===== config.mk =====
export PLATFORM = sky130hd
export DESIGN_NAME = div_bcd_conv
export DESIGN_NICKNAME = d
export VERILOG_FILES = /design/src/rtl/div_bcd_conv.sv
export SDC_FILE = /design/constraint.sdc
export NUM_CORES = 1
export LEC_CHECK = 0
export ABC_CLOCK_PERIOD_IN_PS = 2100
export BUFFER_PORTS_ARGS = -buffer_cell sky130_fd_sc_hd__buf_2
export CORE_MARGIN = 5
export CORE_UTILIZATION = 40
export CTS_CLUSTER_DIAMETER = 120
export DETAILED_ROUTE_END_ITERATION = 6
export PLACE_DENSITY_LB_ADDON = 0.12
export SLEW_MARGIN = 20
export SYNTH_ARGS = -nofsm -noshare
export SYNTH_HDL_FRONTEND = slang
export SYNTH_SLANG_ARGS = --single-unit

===== constraint.sdc =====
create_clock -name clk -period 2.1 [get_ports clk]
set_input_delay 0.42 -clock clk [delete_from_list [all_inputs] [get_ports clk]]
set_output_delay 0.42 -clock clk [all_outputs]
set_load 0.05 [all_outputs]

===== src/rtl/div_bcd_conv.sv =====
`default_nettype none
// ============================================================================
// Module      : div_bcd_conv
// Description : Converts a divider's binary quotient and remainder to packed
//               BCD with a double-dabble (shift-and-add-3) engine. A conversion
//               is triggered by the rising edge of divEnd. Both operands run
//               through two engines in parallel, with a fixed latency.
// Ports       : clk    - single clock, all state changes on posedge
//               rst    - synchronous active-high reset
//               divEnd - divider-finished level
//               quoc   - binary quotient  (N_BITS)
//               rest   - binary remainder (N_BITS)
//               bcd_q  - packed BCD quotient, MS digit in the MSBs (4*N_DIG)
//               bcd_r  - packed BCD remainder, same packing (4*N_DIG)
//               busy   - high while in ADJUST or SHIFT
//               done   - one-cycle pulse when the results are valid
//               state  - current state code, for debug
// Revision    : 1.0 - initial release
// ============================================================================
module div_bcd_conv #(
  parameter int N_BITS = 8,
  parameter int N_DIG  = 3
) (
  input  logic                 clk,
  input  logic                 rst,
  input  logic                 divEnd,
  input  logic [N_BITS-1:0]    quoc,
  input  logic [N_BITS-1:0]    rest,
  output logic [4*N_DIG-1:0]   bcd_q,
  output logic [4*N_DIG-1:0]   bcd_r,
  output logic                 busy,
  output logic                 done,
  output logic [2:0]           state
);

  localparam int c_BCD_W = 4 * N_DIG;
  localparam int c_DD_W  = c_BCD_W + N_BITS;
  localparam int c_CNT_W = $clog2(N_BITS + 1);

  typedef enum logic [2:0] {
    S_IDLE   = 3'b000,
    S_ADJUST = 3'b001,
    S_SHIFT  = 3'b010,
    S_DONE   = 3'b011
  } state_t;

  state_t               r_state;
  logic                 r_divEnd_d;
  logic [c_CNT_W-1:0]   r_cnt;
  // Double-dabble working registers: {BCD field, binary field}
  logic [c_DD_W-1:0]    r_dd_q;
  logic [c_DD_W-1:0]    r_dd_r;
  logic [c_BCD_W-1:0]   r_bcd_q;
  logic [c_BCD_W-1:0]   r_bcd_r;
  logic                 r_busy;
  logic                 r_done;

  logic                 w_start;
  logic [c_CNT_W-1:0]   w_cnt_nxt;
  logic [c_DD_W-1:0]    w_adj_q;
  logic [c_DD_W-1:0]    w_adj_r;
  logic [c_DD_W-1:0]    w_shl_q;
  logic [c_DD_W-1:0]    w_shl_r;

  // divEnd_d is preset to 1 on reset so a level already high does not start
  assign w_start   = divEnd & ~r_divEnd_d;
  assign w_cnt_nxt = r_cnt + c_CNT_W'(1);
  assign w_shl_q   = {r_dd_q[c_DD_W-2:0], 1'b0};
  assign w_shl_r   = {r_dd_r[c_DD_W-2:0], 1'b0};

  // Add-3 correction on every BCD nibble >= 5, both engines in parallel
  assign w_adj_q[N_BITS-1:0] = r_dd_q[N_BITS-1:0];
  assign w_adj_r[N_BITS-1:0] = r_dd_r[N_BITS-1:0];
  for (genvar i = 0; i < N_DIG; i++) begin : g_nib
    assign w_adj_q[N_BITS+4*i +: 4] = (r_dd_q[N_BITS+4*i +: 4] >= 4'd5) ?
                                      r_dd_q[N_BITS+4*i +: 4] + 4'd3 :
                                      r_dd_q[N_BITS+4*i +: 4];
    assign w_adj_r[N_BITS+4*i +: 4] = (r_dd_r[N_BITS+4*i +: 4] >= 4'd5) ?
                                      r_dd_r[N_BITS+4*i +: 4] + 4'd3 :
                                      r_dd_r[N_BITS+4*i +: 4];
  end

  always_ff @(posedge clk) begin
    if (rst) begin
      r_state    <= S_IDLE;
      r_divEnd_d <= 1'b1;
      r_cnt      <= '0;
      r_dd_q     <= '0;
      r_dd_r     <= '0;
      r_bcd_q    <= '0;
      r_bcd_r    <= '0;
      r_busy     <= 1'b0;
      r_done     <= 1'b0;
    end else begin
      r_divEnd_d <= divEnd;
      r_done     <= 1'b0;
      case (r_state)
        S_IDLE: begin
          if (w_start) begin
            r_dd_q  <= {{c_BCD_W{1'b0}}, quoc};
            r_dd_r  <= {{c_BCD_W{1'b0}}, rest};
            r_cnt   <= '0;
            r_busy  <= 1'b1;
            r_state <= S_ADJUST;
          end
        end
        S_ADJUST: begin
          r_dd_q  <= w_adj_q;
          r_dd_r  <= w_adj_r;
          r_state <= S_SHIFT;
        end
        S_SHIFT: begin
          r_dd_q <= w_shl_q;
          r_dd_r <= w_shl_r;
          r_cnt  <= w_cnt_nxt;
          if (w_cnt_nxt == c_CNT_W'(N_BITS)) begin
            r_bcd_q <= w_shl_q[c_DD_W-1 -: c_BCD_W];
            r_bcd_r <= w_shl_r[c_DD_W-1 -: c_BCD_W];
            r_busy  <= 1'b0;
            r_state <= S_DONE;
          end else begin
            r_state <= S_ADJUST;
          end
        end
        S_DONE: begin
          // Pulse is registered, so it appears the cycle after DONE
          r_done  <= 1'b1;
          r_state <= S_IDLE;
        end
        default: begin
          r_state <= S_IDLE;
        end
      endcase
    end
  end

  assign bcd_q = r_bcd_q;
  assign bcd_r = r_bcd_r;
  assign busy  = r_busy;
  assign done  = r_done;
  assign state = r_state;

endmodule
`default_nettype wire


---- Yosys cells after proc, flatten, opt, wreduce, memory -nomap -nowiden ----
Cells that the tools add are included.
operators by class
  add/subtract/negate cells ............... 7
  bitwise operators ....................... 3
  reduce and logical (&&, ||, !) cells .... 13
  muxes and demuxes ....................... 19
  magnitude comparators ................... 6
  equal/unequal tests ..................... 12
operator list
  cell                                                                    number
  20-bit one-hot mux with 3 select lines                                  2
  20-bit 2-to-1 mux                                                       2
  4-bit 2-to-1 mux                                                        7
  4-bit by 2-bit adder with 4-bit output (second input constant)          6
  4-bit by 3-bit >= comparator with 1-bit output (second input constant)  6
  3-bit AND reduction                                                     8
  2-bit != test (second input constant)                                   8
  3-bit one-hot mux with 3 select lines                                   1
  4-bit one-hot mux with 2 select lines                                   1
  3-bit by 2-bit == test with 1-bit output (second input constant)        2
  4-bit by 1-bit adder with 4-bit output (second input constant)          1
  4-bit == test (second input constant)                                   1
  2-bit AND reduction                                                     2
  3-bit by 1-bit == test with 1-bit output (second input constant)        1
  3-bit zero test                                                         1
  1-bit 2-to-1 mux                                                        3
  3-bit 2-to-1 mux                                                        1
  3-bit nonzero test                                                      1
  2-bit 2-to-1 mux                                                        1
  1-bit inverter                                                          2
  1-bit one-hot mux with 2 select lines                                   1
  2-bit nonzero test                                                      1
  1-bit AND                                                               1
word-level totals
  word-level logic and storage cells ...... 75
  bits in registers ....................... 74
  output and inout port bits .............. 29
  input bits .............................. 19

---- Depth between registers and ports, before layout ----
Gate-level depths: netlist of run 1.
  depth in word-level cells ............... 4
  depth in mapped cells ................... 8
  depth with buffers taken out ............ 6

---- Worst setup path before layout of run 1 ----
OpenSTA, ideal clock, no wires.
  path type ............................... flip-flop to flip-flop
  start ................................... register r_state[0] (netlist: state[0])
  end ..................................... register r_dd_q[12]
  buffers on the path ..................... 2
  required time ........................... 1964 ps
  period minus slack after synthesis ...... 2260 ps
  library setup time ...................... 136 ps
  data arrival time ....................... 2124 ps
  stages on the path, launching flop included .. 8
  path slack .............................. -160 ps
  cells stage by stage .................... dfxtp_1 > inv_1 > ha_1 > buf_2 > and2_1 > clkbuf_1 > a2111oi_0 > a211oi_1
on the way
  cells in the longest elaborated chain, start to end .. 3
  elaborated cells on any way between the ends .. 8
  those cells by class .................... eq/ne (4); mux (1); reduce/logical (3)
RTL lines
  item                                                                    RTL line  RTL
  start: declaration                                                      47        state_t r_state;
  start signal: assignment                                                85        r_state <= S_IDLE;
  start signal: assignment                                                104       r_state <= S_ADJUST;
  start signal: assignment                                                110       r_state <= S_SHIFT;
  3-bit by 1-bit == test with 1-bit output, or another cell as far along  97        case (r_state)
  2-bit != test (no line) or 3-bit nonzero test (tied branches)           -
  3-bit AND reduction (no line)                                           -
  end signal: assignment                                                  100       r_dd_q <= {{c_BCD_W{1'b0}}, quoc};
  end signal: assignment                                                  108       r_dd_q <= w_adj_q;
  end signal: assignment                                                  113       r_dd_q <= w_shl_q;
  end: declaration                                                        51        logic [c_DD_W-1:0] r_dd_q;
Parallel ways exist; a longest one is shown, timed or not.
A chain may end at the register's enable or synchronous reset.

---- Worst setup path after layout of run 1 ----
  start ................................... register r_state[0] (netlist: state[0])
  end ..................................... register r_dd_r[9]
on the way
  cells in the longest elaborated chain, start to end .. 3
  elaborated cells on any way between the ends .. 8
  those cells by class .................... eq/ne (4); mux (1); reduce/logical (3)
RTL lines
  item                                                                    RTL line  RTL
  3-bit by 1-bit == test with 1-bit output, or another cell as far along  97
  2-bit != test (no line) or 3-bit nonzero test (tied branches)           -
  3-bit AND reduction (no line)                                           -
  end signal: assignment                                                  101       r_dd_r <= {{c_BCD_W{1'b0}}, rest};
  end signal: assignment                                                  109       r_dd_r <= w_adj_r;
  end signal: assignment                                                  114       r_dd_r <= w_shl_r;
  end: declaration                                                        52        logic [c_DD_W-1:0] r_dd_r;
Parallel ways exist; a longest one is shown, timed or not.

==> impl_metrics.toml, run 1 <==
[logic_synthesis]
synthTopCellsByArea = "dfxtp_1 37%, nand2b_1 12%, mux2i_1 6.4%, ha_1 5.7%, a311oi_1 4.0%"
yosysTopAreaCell = "dfxtp_1"
ys_types = 40
ys.flop_type = "dfxtp_1"
syn_inst = 448
synth_common_cells = "77 x nand2b_1, 73 x dfxtp_1, 36 x nor2_1"
synth.most_common_cell = "nand2b_1"
ys_ff_latch = 73
synth.avg_cell_area_um2 = 8.76
synth_nets = 485
synth_area_um2 = 3920
synth_edf_count = 0
synthArstFlopShare = 0
ys_seq_area_frac = 0.372
ys_warn_count = 0
synth.top_cell.area_share = 0.372

[critical_path]
start_kind = "register"
cp_max_fo = 25
crit_type = "reg2reg"
critPathArrivalTime_ns = 2.20
required_ns = 2.36
r2r.worst_path.cells = 5
endpoint_kind = "register"

[timing]
finalCriticalPeriod_ns = 1.94
clock.fmax_mhz = 515
rsz0062_at_grt = "false"
finalCritPeriodShare = 0.925
setup_viol = 0
slew_headroom = 0.533
finalHoldViolations = 0
finClkSkew_ns = 0.00775
finalSetupTns_ns = 0
slew_violations = 0
worst_pin_slew_ns = 0.700
setup_slack_ns = 0.158

[floorplan]
num_rows = 36
core-area_um2 = 9680
ios = 48
start_util = 0.405
die_height_um = 109
die_w_um = 109
fp.dieArea_um2 = 11900

[drt]
routedWlPerCell_um = 14.5
vias_per_cell = 5.36
vias = 3353
final_antenna_net_count = 0
drc = 0
first_pass_iters = 4
drt_iter0_markers = 140
wl_mm = 9.09

[placement]
postPlaceCellArea_um2 = 4320
port_buffers = 46
place_congestion = 0.822
place_inst = 609
hpwl_mm = 5.90
place_ws_ns = 0.163

[layout]
final_core_util = 0.472
nNetsFinal = 524
fin_cells = 625
drive_gt1_frac = 0.173
postLayoutCellArea_um2 = 4570
antennaDiodeCount = 0
syn2layout_area_growth_pct = 16.4

[grt]
busiest_layer = "met2"
met1_usage = 0.200
antenna_found_initial = 0
grt-ovfl-total = 0
grt_use_met3 = 0.0314
grt_pass1_wl_mm = 15.3
grt_pass1_vias = 3352
grt_max_degree = 90
grtUsageTotal = 0.160
grtUsageMet2 = 0.267

[cts]
cts_tree = "yes"
htreeDepth = 3
insertion_delay_ns = 0.34
cts_buffers = 9
cts_hold_buf = 0
clockBufferDepth = 2
post_cts.repair.setup_buffers = 0
root_buffer = "clkbuf_8"
clkSinkCount = 73
cts.repair.resized = 0
clk_pin_slew_worst_paths_ns = 0.08

[pwr]
p_clk_frac = 0.425
vdd_drop_max_mv = 0.322
power_switching_uw = 764
pwr-share-comb = 0.112
power.density_nw_per_um2 = 689
seqPwrFrac = 0.463
p_leak_uw = 0.00168
swShare = 0.243
p_int_uw = 2380

[worst_hold_path]
min_path_cells = 2
hp-class = "in2reg"

[run]
cap_violations = 0

[status]
status = "finished, final reports clean"
## worst paths after layout
check,start,to,slack (ns)
worst max-delay path,state[0],r_dd_r[9],0.16
worst min-delay path,divEnd,r_divEnd_d,0.34
worst max register to register,state[0],r_dd_r[9],0.16
worst min register to register,bcd_q[6],bcd_q[6],0.47
## final cells by class
type | count | area (um^2)
Timing Repair Buffer | 60 | 385
Inverter | 16 | 60.1
Fill cell | 985 | 5120
Multi-Input combinational cell | 327 | 2250
Tap cell | 133 | 166
Clock inverter | 5 | 103
Sequential cell | 73 | 1460
Clock buffer | 11 | 141
## cells in the final DEF, fill, tap and decap left out, types with 2 or more instances in the layout
cell type	instances
dfxtp_2	2
buf_2	46
a21o_1	6
a22oi_1	6
a21oi_1	17
nor2b_1	2
inv_1	16
nand3_1	15
mux2i_1	25
buf_12	4
xnor2_1	5
a2111oi_0	6
and2_1	3
or2_2	2
buf_4	10
ha_1	18
a211oi_1	8
a31oi_1	8
nand2b_1	77
nand4_1	5
o32ai_1	6
nand3b_1	6
nand2_1	9
dfxtp_1	71
clkbuf_8	10
a311oi_1	18
bufinv_16	3
o21ai_0	23
a32oi_1	6
or4_1	9
nor2_1	36
## per-stage QoR
| step | power [uW] | hold slack [ns] |
|---|---|---|
| after floorplan | 1740 | 0.450 |
| after global placement | 1840 | 0.458 |
| final | 3150 | 0.339 |
| after global routing | 3300 | 0.330 |
| after detailed placement | 1840 | 0.458 |
| after CTS | 3200 | 0.318 |
## routing by layer
metal  share of wire  wire, um
met4           0.015       138
met1            0.48      4410
met2            0.46      4170
met3           0.041       374
met5               0         0
## sequential cells by signal, summed over array words and instances, names as in the netlist
name and flops:
state 2, r_dd_r 20, bcd_r 12, done 1
r_dd_q 20, bcd_q 12, r_divEnd_d 1, busy 1
r_cnt 4
## worst max-delay path, cell delays in order, from the launching register on
cell and delay (ns):
dfxtp_2 0.38, inv_1 0.09, ha_1 0.22, a21o_1 0.40, or4_1 0.59, a31oi_1 0.18
## kinds of logic (layout without fill, tap and decap cells)
family	after synthesis	in the layout	synth area share
xor+xnor	5	5	0.0112
flops	73	73	0.372
buf+inv	48	92	0.0555
simple gates	168	168	0.241
fa+ha+maj	18	18	0.0574
compound gates	110	110	0.197
other cells	1	1	0.000956
mux	25	25	0.0638
## power groups by stage
stage	clock, uW	combinational (uW)	sequential (uW)
CTS	1390	355	1460
detailed placement	0	354	1490
floorplan	0	253	1490
global placement	0	349	1490
global route	1440	397	1460
finish	1340	353	1460
Power figures use the tool's default switching activity.
==> run 2: changes to the inputs <==
--- a/config.mk
+++ b/config.mk
@@ -5,6 +5,7 @@
 export SDC_FILE = /design/constraint.sdc
 export NUM_CORES = 1
 export LEC_CHECK = 0
+export ABC_AREA = 1
 export ABC_CLOCK_PERIOD_IN_PS = 2100
 export BUFFER_PORTS_ARGS = -buffer_cell sky130_fd_sc_hd__buf_2
 export CORE_MARGIN = 5
==> impl_metrics.toml, run 2 <==
[status]
status = "finished, final reports clean"

[cts]
root_buffer = "clkbuf_8"
clockBufferDepth = 2
cts_hold_buf = 0
cts_buffers = 9
htreeDepth = 3
cts_tree = "yes"
clk_pin_slew_worst_paths_ns = 0.07
insertion_delay_ns = 0.34
clkSinkCount = 73

[logic_synthesis]
ys.flop_type = "dfxtp_1"
synth.most_common_cell = "nand2_1"
ys_warn_count = 0
yosysTopAreaCell = "dfxtp_1"
ys_types = 26
synth_common_cells = "164 x nand2_1, 73 x dfxtp_1, 60 x inv_1"
synth.top_cell.area_share = 0.395
synth_area_um2 = 3700
ys_seq_area_frac = 0.395
syn_inst = 552
synthTopCellsByArea = "dfxtp_1 39%, nand2_1 17%, a21oi_1 6.2%, ha_1 6.1%, inv_1 6.1%"
synth_nets = 589
synth.avg_cell_area_um2 = 6.70
synth_edf_count = 0
ys_ff_latch = 73
synthArstFlopShare = 0

[layout]
syn2layout_area_growth_pct = 14.2
drive_gt1_frac = 0.134
antennaDiodeCount = 0
final_common_cell = "nand2_1"
reg_top3 = "r_dd_q (20), r_dd_r (20)"
nNetsFinal = 631
fillers = 962
postLayoutCellArea_um2 = 4230
final_core_util = 0.464
mostFrequentLayoutCells = "164 x nand2_1, 73 x dfxtp_1, 59 x inv_1, 53 x nor2_1"

[critical_path]
required_ns = 2.32
timing.rr.start = "state[1]"
crit_type = "reg2reg"
endpoint_kind = "register"
r2r.worst_path.cells = 8
start_kind = "register"
cp_max_fo = 15
r2r_end = "r_dd_r[6]"
regToRegSetupSlack_ns = 0.25
critPathArrivalTime_ns = 2.07

[timing]
finalCritPeriodShare = 0.882
slew_headroom = 0.655
finalSetupTns_ns = 0
finalHoldViolations = 0
finClkSkew_ns = 0.00938
worst_pin_slew_ns = 0.518
finalCriticalPeriod_ns = 1.85
clock.fmax_mhz = 540
setup_slack_ns = 0.247
slew_violations = 0
setup_viol = 0

[pwr]
p_int_uw = 2790
p_clk_frac = 0.219
swShare = 0.452
pwr-share-comb = 0.440
power_switching_uw = 2300
power_uw = 5100
vdd_drop_max_mv = 0.733
p_leak_uw = 0.00187
seqPwrFrac = 0.341
power.density_nw_per_um2 = 1210

[floorplan]
core-area_um2 = 9110
fp.dieArea_um2 = 11300
ios = 48
die_w_um = 106
start_util = 0.406
die_height_um = 106
num_rows = 35

[drt]
drt_iter0_markers = 171
wl_mm = 9.06
first_pass_iters = 4
vias_per_cell = 4.99
final_antenna_net_count = 0
vias = 3546
routedWlPerCell_um = 12.8
drc = 0

[grt]
grt_pass1_vias = 3295
grtUsageTotal = 0.166
antenna_found_initial = 0
grt_max_degree = 48
grt_pass1_wl_mm = 15.3
grt-ovfl-total = 0

[worst_hold_path]
min_path_cells = 2
hold_start = "divEnd"
hp-class = "in2reg"
hold_end = "r_divEnd_d"

[placement]
postPlaceCellArea_um2 = 4020
port_buffers = 46
place_congestion = 0.895
hpwl_mm = 6.05
place_ws_ns = 0.168

[run]
cap_violations = 0
[run 2: cell types whose count changed in the layout (fill, tap and decap cells not counted), sizes merged, moves of 15 or more]
| cell | change |
|---|---|
| a21oi | +29 |
| a311oi | -18 |
| inv | +44 |
| mux2i | -25 |
| nand2 | +156 |
| nand2b | -78 |
| nand3 | +15 |
| nor2 | +16 |
| o21ai | +24 |
[run 2: worst max-delay path by stage]
stage	endpoint	start	slack, ns
6_report	r_dd_r[6]	state[1]	0.25
5_1_grt	r_dd_r[6]	state[1]	-0.002
4_1_cts	r_dd_r[6]	state[1]	0.15
3_5_place_dp	r_dd_r[6]	state[1]	0.17
3_3_place_gp	r_dd_q[3]	state[1]	0.32
2_1_floorplan	r_dd_q[2]	state[0]	0.13
[run 2: cells by family (layout without fill, tap and decap cells)]
group / count (synthesis) / in the layout / synth area share
adder cells (fa/ha/maj): 18 / 18 / 0.0609
buffers and inverters: 89 / 136 / 0.0991
AND/OR/NAND/NOR: 255 / 255 / 0.276
AO/OA/AOI/OAI: 114 / 114 / 0.162
other: 1 / 1 / 0.00101
XOR/XNOR: 2 / 2 / 0.00676
flip-flops: 73 / 73 / 0.395
[run 2: worst max-delay path, cell delays in order (launching register included)]
cell	delay, ns
dfxtp_1	0.39
inv_1	0.10
ha_1	0.24
nor2_1	0.14
nor2_1	0.06
nand2_1	0.21
clkinvlp_4	0.29
o21ai_0	0.23
a31oi_1	0.06
[run 2: timing repair]
item / in CTS / in global routing
setup buffers: 0 / 0
gates resized for setup: 0 / 3
setup endpoints to repair: 0 / 16
[run 2: metal layers]
layer,share of wire,up-vias,routed length [um],GRT usage
met2,0.46,90,4130,0.266
li1,-,1853,-,-
met1,0.46,1590,4210,0.215
met4,0.018,0,161,0.0712
met5,0,-,0,0
met3,0.061,13,555,0.0370
[run 2: through the flow]
stage	std cells	hold WS, ns
final	710	0.282
after global routing	710	0.275
after CTS	709	0.258
after detailed placement	693	0.461
after global placement	693	0.459
after floorplan	552	0.444
[run 2: power groups by stage]
stage          logic, uW  clock network (uW)  registers, uW
6_report            2240                1120           1740
5_1_grt             2560                1230           1760
4_1_cts             2200                1160           1730
3_5_place_dp        2190                   0           1770
3_3_place_gp        2170                   0           1760
2_1_floorplan       1510                   0           1840
[run 2: final cells by class]
| type | instances | area, um^2 | share of cell area |
|---|---|---|---|
| multi-input cells | 390 | 1870 | 0.443 |
| flip-flops and latches | 73 | 1460 | 0.346 |
| repair buffers | 57 | 313 | 0.0740 |
| inverters | 62 | 236 | 0.0560 |
| clock buffers | 11 | 141 | 0.0335 |
| well taps | 111 | 139 | 0.0329 |
| clock inverters | 5 | 55.1 | 0.0130 |
| repair inverters | 1 | 7.51 | 0.00178 |
==> run 3: changes to the inputs <==
--- a/config.mk
+++ b/config.mk
@@ -9,10 +9,12 @@
 export ABC_CLOCK_PERIOD_IN_PS = 2100
 export BUFFER_PORTS_ARGS = -buffer_cell sky130_fd_sc_hd__buf_2
 export CORE_MARGIN = 5
-export CORE_UTILIZATION = 40
+export CORE_UTILIZATION = 55
 export CTS_CLUSTER_DIAMETER = 120
 export DETAILED_ROUTE_END_ITERATION = 6
 export PLACE_DENSITY_LB_ADDON = 0.12
+export SETUP_SLACK_MARGIN = 0.5
+export SKIP_LAST_GASP = 1
 export SLEW_MARGIN = 20
 export SYNTH_ARGS = -nofsm -noshare
 export SYNTH_HDL_FRONTEND = slang
==> impl_metrics.toml, run 3 (synthesis results as in run 2) <==
[timing]
rsz0062_at_grt = "true"
finalSetupTns_ns = 0
finalCritPeriodShare = 0.762
slew_violations = 0
slew_headroom = 0.536
finalHoldViolations = 0
setup_slack_ns = 0.499
finClkSkew_ns = 0.00558
worst_pin_slew_ns = 0.696
finalCriticalPeriod_ns = 1.60
setup_viol = 0
clock.fmax_mhz = 625

[pwr]
power.density_nw_per_um2 = 1250
vdd_drop_max_mv = 1.07
p_leak_uw = 0.00196

[critical_path]
max_stage_delay_ns = 0.39
endpoint = "r_dd_r[11]"
crit_chain = "inv_2, ha_4, a21oi_4, nand2_1, nor2_2, nand2_1, a21oi_1"
regToRegSetupSlack_ns = 0.50
cp_common_cell = "nand2_1"
critPathSlowestCell = "dfxtp_4"
crit_type = "reg2reg"
critPathTopFamily = "simple AND/OR/NAND/NOR gates"
timing.rr.start = "state[1]"
r2r.worst_path.cells = 7
endpoint_kind = "register"
startpoint = "state[1]"
path_buf_inv = 1
required_ns = 2.37
start_kind = "register"
cp_max_fo = 7
cp_num_cells = 7
critPathArrivalTime_ns = 1.88
r2r_end = "r_dd_r[11]"

[drt]
vias_per_cell = 5.30
drt_iter0_markers = 246
final_antenna_net_count = 0
drc = 0
vias = 3624
routedWlPerCell_um = 13.2
wl_mm = 9.04
first_pass_iters = 4

[floorplan]
die_w_um = 92.0
die_height_um = 92.0
num_rows = 29
core-area_um2 = 6460
fp.dieArea_um2 = 8470
start_util = 0.573
ios = 48

[placement]
hpwl_mm = 5.89
port_buffers = 46
place_congestion = 0.891
place_ws_ns = 0.305

[cts]
cts_tree = "yes"
clkSinkCount = 73
cts_hold_buf = 0
root_buffer = "clkbuf_8"
clockBufferDepth = 2
clk_pin_slew_worst_paths_ns = 0.08
htreeDepth = 3
cts_buffers = 9
insertion_delay_ns = 0.35

[layout]
reg_top3 = "r_dd_q (20), r_dd_r (20)"
final_common_cell = "nand2_1"
seq_area_um2 = 1480
drive_gt1_frac = 0.186
mostFrequentLayoutCells = "162 x nand2_1, 62 x dfxtp_1, 56 x inv_1, 49 x nor2_1"
multi_input_area_um2 = 1960
syn2layout_area_growth_pct = 19.1
antennaDiodeCount = 0
nNetsFinal = 639
fillers = 560

[run]
cap_violations = 0

[status]
status = "finished, final reports clean"

[grt]
grt_pass1_vias = 3151
grt_pass1_wl_mm = 14.5
grt_max_degree = 48
grtUsageTotal = 0.207
antenna_found_initial = 0
grt-ovfl-total = 0

[worst_hold_path]
hp-class = "in2reg"
run 3: changes by cell type in the layout (fill, tap and decap cells not counted), moves of 3 or more:
cell	delta
dfxtp_1	-11
dfxtp_2	+9
o21ai_0	-7
o21ai_1	+7
nor2_1	-4
buf_12	+3
ha_1	-3
inv_1	-3
inv_4	+3
run 3: worst register-to-register path, delay by kind of cell (launching register included):
kind | cells | cell delay, ns
adder cells (fa/ha/maj) | 1 | 0.17
flip-flops | 1 | 0.39
AND/OR/NAND/NOR | 3 | 0.48
AO/OA/AOI/OAI | 2 | 0.42
buffers and inverters | 1 | 0.06
run 3: metrics by stage:
step           total power [uW]  instances  cell area [um^2]  hold slack, ns  utilization
6_report                   5490        684              4410           0.269        0.683
5_1_grt                    5890        684              4410           0.267        0.683
4_1_cts                    5110        673              4220           0.261        0.654
3_5_place_dp               4010        657              4000           0.461        0.619
3_3_place_gp               3960        657              4000           0.457        0.619
2_1_floorplan              3380        552              3710           0.444            -
run 3: final cells by class:
cell class,instances,area share
Multi-Input combinational cell,391,0.445
Sequential cell,73,0.336
Timing Repair Buffer,65,0.100
Inverter,62,0.0556
Clock buffer,12,0.0352
Tap cell,77,0.0219
Clock inverter,4,0.00596
run 3: layer usage:
metal,wire [um],global-route usage,up-vias
met2,4110,0.320,98
met4,103,0.0780,0
met5,0,0,-
li1,-,-,1871
met3,439,0.0393,9
met1,4390,0.289,1646
run 3: worst min-delay path by stage:
| stage | start | to | depth (start not counted) |
|---|---|---|---|
| 5_1_grt | divEnd | r_divEnd_d | 2 |
| 3_5_place_dp | r_dd_q[0] | r_dd_q[0] | 2 |
| 3_3_place_gp | r_dd_q[0] | r_dd_q[0] | 2 |
| 2_1_floorplan | r_dd_q[0] | r_dd_q[0] | 2 |
| 6_report | divEnd | r_divEnd_d | 2 |
| 4_1_cts | divEnd | r_divEnd_d | 2 |
run 3: report_power, final:
part           internal (uW)  switching (uW)
clock network            493             528
logic                    979            1710
registers               1610             176
total                   3080            2410
run 3: repair_timing:
action                     CTS  global route
pin swaps                    1             5
setup buffers                0             9
gates cloned                 0             2
hold endpoints to repair     0             0
resized for setup           13            33
setup endpoints to repair   65            59
